File: src/rtl/uart_rx_ext.sv
// Oversampling UART receiver: configurable width and oversampling, runtime parity
// and stop-bit selection, start-glitch rejection, break handling, error reporting.
module uart_rx_ext #(
    parameter int unsigned DATA_BITS  = 8,
    parameter int unsigned OVERSAMPLE = 16
) (
    input  logic                 i_clk,
    input  logic                 i_reset_n,
    input  logic                 i_rx,
    input  logic                 i_bd_tick,
    input  logic [1:0]           i_parity_mode,
    input  logic                 i_two_stop,
    output logic [DATA_BITS-1:0] o_data,
    output logic                 o_rx_done,
    output logic                 o_parity_err,
    output logic                 o_frame_err,
    output logic                 o_busy
);
    localparam int unsigned TW = $clog2(OVERSAMPLE);
    localparam int unsigned BW = $clog2(DATA_BITS + 1);
    localparam logic [TW-1:0] HALF_LAST = TW'(OVERSAMPLE / 2 - 1);
    localparam logic [TW-1:0] FULL_LAST = TW'(OVERSAMPLE - 1);
    localparam logic [BW-1:0] DATA_LAST = BW'(DATA_BITS - 1);

    typedef enum logic [2:0] {
        IDLE,
        START,
        DATA,
        PARITY,
        STOP,
        BREAK_WAIT
    } state_t;

    state_t                 state;
    logic                   rx_meta;
    logic                   rx_s;
    logic [TW-1:0]          tick_cnt;
    logic [BW-1:0]          bit_cnt;
    logic [DATA_BITS-1:0]   shift_reg;
    logic [1:0]             cfg_mode;
    logic                   cfg_two_stop;
    logic                   par_err;
    logic                   frm_err;

    logic parity_en;
    logic parity_odd;
    logic half_hit;
    logic full_hit;
    logic stop_last;
    logic frm_next;

    assign parity_en  = (cfg_mode == 2'b01) || (cfg_mode == 2'b10);
    assign parity_odd = (cfg_mode == 2'b10);
    assign half_hit   = i_bd_tick && (tick_cnt == HALF_LAST);
    assign full_hit   = i_bd_tick && (tick_cnt == FULL_LAST);
    assign stop_last  = (bit_cnt == BW'(cfg_two_stop));
    assign frm_next   = frm_err | ~rx_s;

    // Two-flop synchroniser; idles high so reset never looks like a start bit
    always_ff @(posedge i_clk or negedge i_reset_n) begin
        if (!i_reset_n) begin
            rx_meta <= 1'b1;
            rx_s    <= 1'b1;
        end else begin
            rx_meta <= i_rx;
            rx_s    <= rx_meta;
        end
    end

    // Frame FSM with registered outputs
    always_ff @(posedge i_clk or negedge i_reset_n) begin
        if (!i_reset_n) begin
            state        <= IDLE;
            tick_cnt     <= '0;
            bit_cnt      <= '0;
            shift_reg    <= '0;
            cfg_mode     <= 2'b00;
            cfg_two_stop <= 1'b0;
            par_err      <= 1'b0;
            frm_err      <= 1'b0;
            o_data       <= '0;
            o_rx_done    <= 1'b0;
            o_parity_err <= 1'b0;
            o_frame_err  <= 1'b0;
            o_busy       <= 1'b0;
        end else begin
            o_rx_done <= 1'b0;
            case (state)
                IDLE: begin
                    if (!rx_s) begin
                        state        <= START;
                        tick_cnt     <= '0;
                        cfg_mode     <= i_parity_mode;
                        cfg_two_stop <= i_two_stop;
                        par_err      <= 1'b0;
                        frm_err      <= 1'b0;
                        o_busy       <= 1'b1;
                    end
                end
                START: begin
                    if (half_hit) begin
                        tick_cnt <= '0;
                        bit_cnt  <= '0;
                        if (!rx_s) begin
                            state <= DATA;
                        end else begin
                            state  <= IDLE;
                            o_busy <= 1'b0;
                        end
                    end else if (i_bd_tick) begin
                        tick_cnt <= tick_cnt + TW'(1);
                    end
                end
                DATA: begin
                    if (full_hit) begin
                        tick_cnt  <= '0;
                        shift_reg <= {rx_s, shift_reg[DATA_BITS-1:1]};
                        bit_cnt   <= bit_cnt + BW'(1);
                        if (bit_cnt == DATA_LAST) begin
                            if (parity_en) begin
                                state <= PARITY;
                            end else begin
                                state   <= STOP;
                                bit_cnt <= '0;
                            end
                        end
                    end else if (i_bd_tick) begin
                        tick_cnt <= tick_cnt + TW'(1);
                    end
                end
                PARITY: begin
                    if (full_hit) begin
                        tick_cnt <= '0;
                        bit_cnt  <= '0;
                        par_err  <= (^shift_reg) ^ rx_s ^ parity_odd;
                        state    <= STOP;
                    end else if (i_bd_tick) begin
                        tick_cnt <= tick_cnt + TW'(1);
                    end
                end
                STOP: begin
                    if (full_hit) begin
                        tick_cnt <= '0;
                        if (stop_last) begin
                            o_data       <= shift_reg;
                            o_parity_err <= par_err;
                            o_frame_err  <= frm_next;
                            o_rx_done    <= 1'b1;
                            o_busy       <= 1'b0;
                            state        <= frm_next ? BREAK_WAIT : IDLE;
                        end else begin
                            frm_err <= frm_next;
                            bit_cnt <= bit_cnt + BW'(1);
                        end
                    end else if (i_bd_tick) begin
                        tick_cnt <= tick_cnt + TW'(1);
                    end
                end
                BREAK_WAIT: begin
                    // Hold off until the line releases so a break yields one frame
                    if (rx_s) begin
                        state <= IDLE;
                    end
                end
                default: begin
                    state  <= IDLE;
                    o_busy <= 1'b0;
                end
            endcase
        end
    end

endmodule
File: config.mk
export PLATFORM = sky130hd
export DESIGN_NAME = uart_rx_ext
export DESIGN_NICKNAME = d
export VERILOG_FILES = /design/src/rtl/uart_rx_ext.sv
export SDC_FILE = /design/constraint.sdc
export NUM_CORES = 1
export LEC_CHECK = 0
export ABC_CLOCK_PERIOD_IN_PS = 2400
export BUFFER_PORTS_ARGS = -buffer_cell sky130_fd_sc_hd__buf_2
export CAP_MARGIN = 20
export CORE_AREA = 2 2 91 93
export CTS_CLUSTER_SIZE = 8
export DETAILED_ROUTE_END_ITERATION = 12
export DIE_AREA = 0 0 93 95
export HOLD_SLACK_MARGIN = 0.12
export PLACE_DENSITY = 0.5
export SYNTH_ARGS = -nofsm -noshare
export SYNTH_HDL_FRONTEND = slang
export SYNTH_SLANG_ARGS = --single-unit
File: constraint.sdc
create_clock -name i_clk -period 2.4 [get_ports i_clk]
set_input_delay 0.48 -clock i_clk [delete_from_list [all_inputs] [get_ports i_clk]]
set_output_delay 0.48 -clock i_clk [all_outputs]
set_load 0.01 [all_outputs]
======== After elaboration in Yosys (flattened, before gate mapping) ========
Index checks and enable logic that the tools add are counted.
storage, ports and cells
  input port bits ......................... 7
  register bits after elaboration ......... 38
  output and inout port bits .............. 12
  word-level logic and storage cells ...... 103
operators by class
  mux-type cells .......................... 40
  bitwise operators ....................... 5
  eq/ne operators ......................... 21
  reduce and logical (&&, ||, !) cells .... 20
  $add $sub $neg .......................... 2
operator list
  kind                                                 count
  2-to-1 mux 4 bit                                     11
  2-to-1 mux 3 bit                                     10
  inequality test 2 bit, second input constant         10
  one-hot mux 3 bit (6 select lines)                   1
  one-hot mux 4 bit (4 select lines)                   1
  2-to-1 mux 1 bit                                     12
  one-hot mux 4 bit (3 select lines)                   1
  AND reduction 6 bit                                  2
  adder 4 x 1 -> 4 bit, second input constant          2
  equality test 4 x 3 -> 1 bit, second input constant  2
  AND reduction 8 bit                                  1
  XOR reduction 8 bit                                  1
  equality test 3 x 2 -> 1 bit, second input constant  2
  equality test 3 bit, second input constant           2
  AND reduction 2 bit                                  3
  AND reduction 3 bit                                  2
  OR reduction 3 bit                                   2
  equality test 4 x 1 -> 1 bit                         1
  equality test 4 bit, second input constant           1
  one-hot mux 1 bit (2 select lines)                   2
  one-hot mux 1 bit (4 select lines)                   1
  AND reduction 4 bit                                  1
  nonzero test 2 bit                                   2
  nonzero test 4 bit                                   1
  11 further kinds                                     14

======== Longest topological paths before layout ========
  word-level depth ........................ 6
  depth in mapped cells ................... 7
  mapped depth without buffers ............ 7

======== Worst setup path after synthesis ========
OpenSTA, ideal clock, no wires.
  path kind ............................... register to register
  from .................................... register bit_cnt[3]
  to ...................................... register o_data[0]
  path slack .............................. 0.442 ns
  arrival ................................. 1.833 ns
  required time ........................... 2.275 ns
  buffers on the path ..................... 1
  stages on the path, launching flop included .. 6
  clock period less this slack ............ 1.958 ns
  setup time .............................. 0.125 ns
  cell sequence ........................... dfrtp_1 -> or3_1 -> or2_4 -> or3_4 -> buf_6 -> mux2_4
between the ends
  word-level cells in the longest chain between the ends .. 2
RTL lines
  element                               line  source
  start, declared                       38    logic [BW-1:0] bit_cnt;
  start signal, assigned                118   bit_cnt <= bit_cnt + BW'(1);
  start signal, assigned                153   bit_cnt <= bit_cnt + BW'(1);
  equality test 4 x 1 -> 1 bit          56    assign stop_last = (bit_cnt == BW'(cfg_two_stop));
  AND reduction 3 bit (no source line)  --
  end signal, assigned                  145   o_data <= shift_reg;
  end, declared                         13    output logic [DATA_BITS-1:0] o_data,
Every way passes these cells.
A chain may end at the register's enable or synchronous reset.

======== Worst setup path in the final report ========
  from .................................... register bit_cnt[3]
  to ...................................... register o_data[1]
Same word-level chain as after synthesis.

==> results.md <==
- WP depth: 4
- Min-Delay Path Depth: 1
- Final worst slack: 389 ps
- Worst Path Arrival: 2200 ps
- Clk_skew: 4.40 ps
- Static Leak: 1.12 nW
- Clk pin slew, worst setup/hold paths: 80 ps
- Kind of critical path: register to register
- Routed length per instance: 12.7 um
- Synth Area in Compound Gates: 0.123
- Buffers plus inverters on the worst setup path: 0
- Mux contribution to synthesized area: 0.138
- Congestion Overflow GR: 0
- Max incr delay on CP: 500 ps
- Min Hold Slack: 280 ps
- Global routing's busiest layer: met2
- Grt met3 use: 0.0279
- Max-cap violations: 0
- Unrepaired setup endpoints after global routing: no
- Setup TNS: 0 ps
- Hold EP: rx_meta$_DFF_PN1_
- Fin util: 0.284
- Synth cell types: 42
- Crit path launch type: register
- Sequential element share of the synthesized area: 0.495
- Hold Vio Cnt, Final: 0
- Core area: 7930 um^2
- FP Rows: 33
- Die Y: 95 um
- Slew HR: 0.434
- Met1 usage: 0.117
- Worst vdd ir: 0.000190 V
- Clk sinks: 38
- Initial Util: 0.243
- Delay-heaviest family, CP: simple AND/OR/NAND/NOR gates
- TritonCTS clock tree: built
- #FFs+latches synth: 38
- Synth Area in Simple Gates: 0.155
- Fill count: 865
- Post-cts resize count: 0
- Pwr/cell area: 647 nW/um^2
- Slowest CP cell: or3_4
- Cts hold-fix bufs: 0
- Slew @ Worst Pin: 849 ps
- Ys async rst share: 1.00
- Global-route wire length before repair: 6.64 mm
- Mapped Avg Cell Area: 11.3 um^2
- Final WL: 3.80 mm
- Post-synth top flop: dfrtp_1
- Non-filler instance count after layout: 300
- Share of cells above drive strength 1: 0.297
- Worst Path Max Fanout: 11
- Hpwl dp: 2.68 mm
- Min-delay src: i_rx
- FF-to-FF setup slack: 390 ps
- Gate Count Post-Synth: 171
- GR Layer Usage met2: 0.164
- Pre-CTS setup slack: 388 ps
- Synth Area in Adders: 0.0195
- GRT Total Usage: 0.0965
- Syn_nets: 181
- Post-CTS setup buffer count: 0
- Slew Viols, Final: 0
- Pre-antenna DRT Iters: 4
- Largest net degree at the start of global routing: 39
- Via count: 1,350
- Largest family of logic cells by synthesized area: simple AND/OR/NAND/NOR gates
- Most common cell after layout, fill and taps aside: dfrtp_1
- Most frequent cells in the layout: dfrtp_1 (36), buf_2 (18), o21ai_0 (14)
- Cell Area, Synth: 1930 um^2
- Req. time, crit path: 2580 ps
- Worst-Skew Late Latency: 290 ps
- Area delta synth->final: 16.8%
- Status: completed
- Post-Place Cells: 292
- # DRC: 0
- Warnings from Yosys: 0
- Final period utilization: 0.838
- Worst reg2reg endpoint: o_data[1]$_DFFE_PN0P_
- Worst hold-check path type: input port to register
- Final number of setup-violating endpoints: 0
- Post-DRT Antenna Nets: 0
- Antenna fix cells: 0
- DR iter-0 viols: 72
- H-tree Lvls: 2
- Synth Area in XOR/XNOR: 0.0455
- Clock buffer depth: 2
- Initial antenna violation count: 0
- CTS buffer count: 5
- Root buf cell: clkbuf_8
- Die ar.: 8840 um^2
- Critical-path cell list: or3_1 > or2_4 > or3_4 > mux2_4
- EDFF count, synth: 0
- Chip width: 93 um
- Worst setup EP type: register
- Worst r2r path cells: 4
- Vias in the first global route: 1,388
- Vias per cell: 4.50
- Final nets: 204
- Final min period: 2010 ps
- IO Port Bufs: 18
- Fmax: 497 MHz
- Gp weighted congestion: 0.758
- Reg-to-Reg Start: bit_cnt[3]$_DFFE_PN0P_
- I/O pin cnt: 19
-- metrics by stage --
stage               instance area (um^2)  power (mW)
global route                        2250        1.54
floorplan                           1930       0.929
global placement                    2150       0.989
CTS                                 2250        1.47
detailed placement                  2150       0.999
finish                              2250        1.46
-- worst reg2reg max path, cell delays in order, from the launching register on --
cell	delay [ps]
dfrtp_1	410
or3_1	400
or2_4	260
or3_4	500
mux2_4	330
-- where the power goes --
group          leakage (nW)  switching, mW  internal [mW]  total (mW)
Clock                0.0472          0.242          0.231       0.473
Combinational         0.567          0.102          0.116       0.218
Sequential            0.505         0.0689          0.695       0.764
-- area by class of cell --
cell class                 count  area, um^2  area share
sequential                    38         953       0.424
multi-input combinational    123         927       0.412
clock buffer                   6        82.6      0.0367
tap                          105         131      0.0584
clock inverter                 2        12.5     0.00556
timing repair buffer          24         135      0.0601
inverter                       2        7.51     0.00334
-- cell usage after synthesis, drive strengths merged, types with 3 or more instances --
master | n | share of area
dfrtp | 36 | 0.47
mux2 | 21 | 0.14
o21ai | 14 | 0.036
nand2 | 10 | 0.019
xnor2 | 9 | 0.041
nor2 | 7 | 0.014
nand3 | 6 | 0.016
nor3b | 6 | 0.023
a21o | 5 | 0.019
clkbuf | 5 | 0.0097
a21oi | 4 | 0.010
nand2b | 4 | 0.013
nor3 | 4 | 0.010
a31oi | 3 | 0.0097
buf | 3 | 0.010
ha | 3 | 0.019
-- logic make-up (layout without fill, tap and decap cells) --
logic type,count (synthesis),count (layout)
simple gates,52,52
compound gates,37,37
xor+xnor,10,10
fa+ha+maj,3,3
flops,38,38
buf+inv,10,34
mux,21,21
-- worst max-delay path by stage --
stage / startpoint / to / slack (ps)
2_1_floorplan: bit_cnt[3]$_DFFE_PN0P_ / o_data[0]$_DFFE_PN0P_ / 440
3_3_place_gp: bit_cnt[3]$_DFFE_PN0P_ / o_data[1]$_DFFE_PN0P_ / 410
3_5_place_dp: bit_cnt[3]$_DFFE_PN0P_ / o_data[1]$_DFFE_PN0P_ / 390
4_1_cts: bit_cnt[3]$_DFFE_PN0P_ / o_data[1]$_DFFE_PN0P_ / 380
5_1_grt: bit_cnt[3]$_DFFE_PN0P_ / state[2]$_DFFE_PN0P_ / 250
6_report: bit_cnt[3]$_DFFE_PN0P_ / o_data[1]$_DFFE_PN0P_ / 390
-- routing by layer --
metal	routed length [um]	vias up
met4	52	0
li1	-	661
met5	0	-
met3	151	8
met1	1780	656
met2	1810	25
Power figures use the tool's default switching activity.
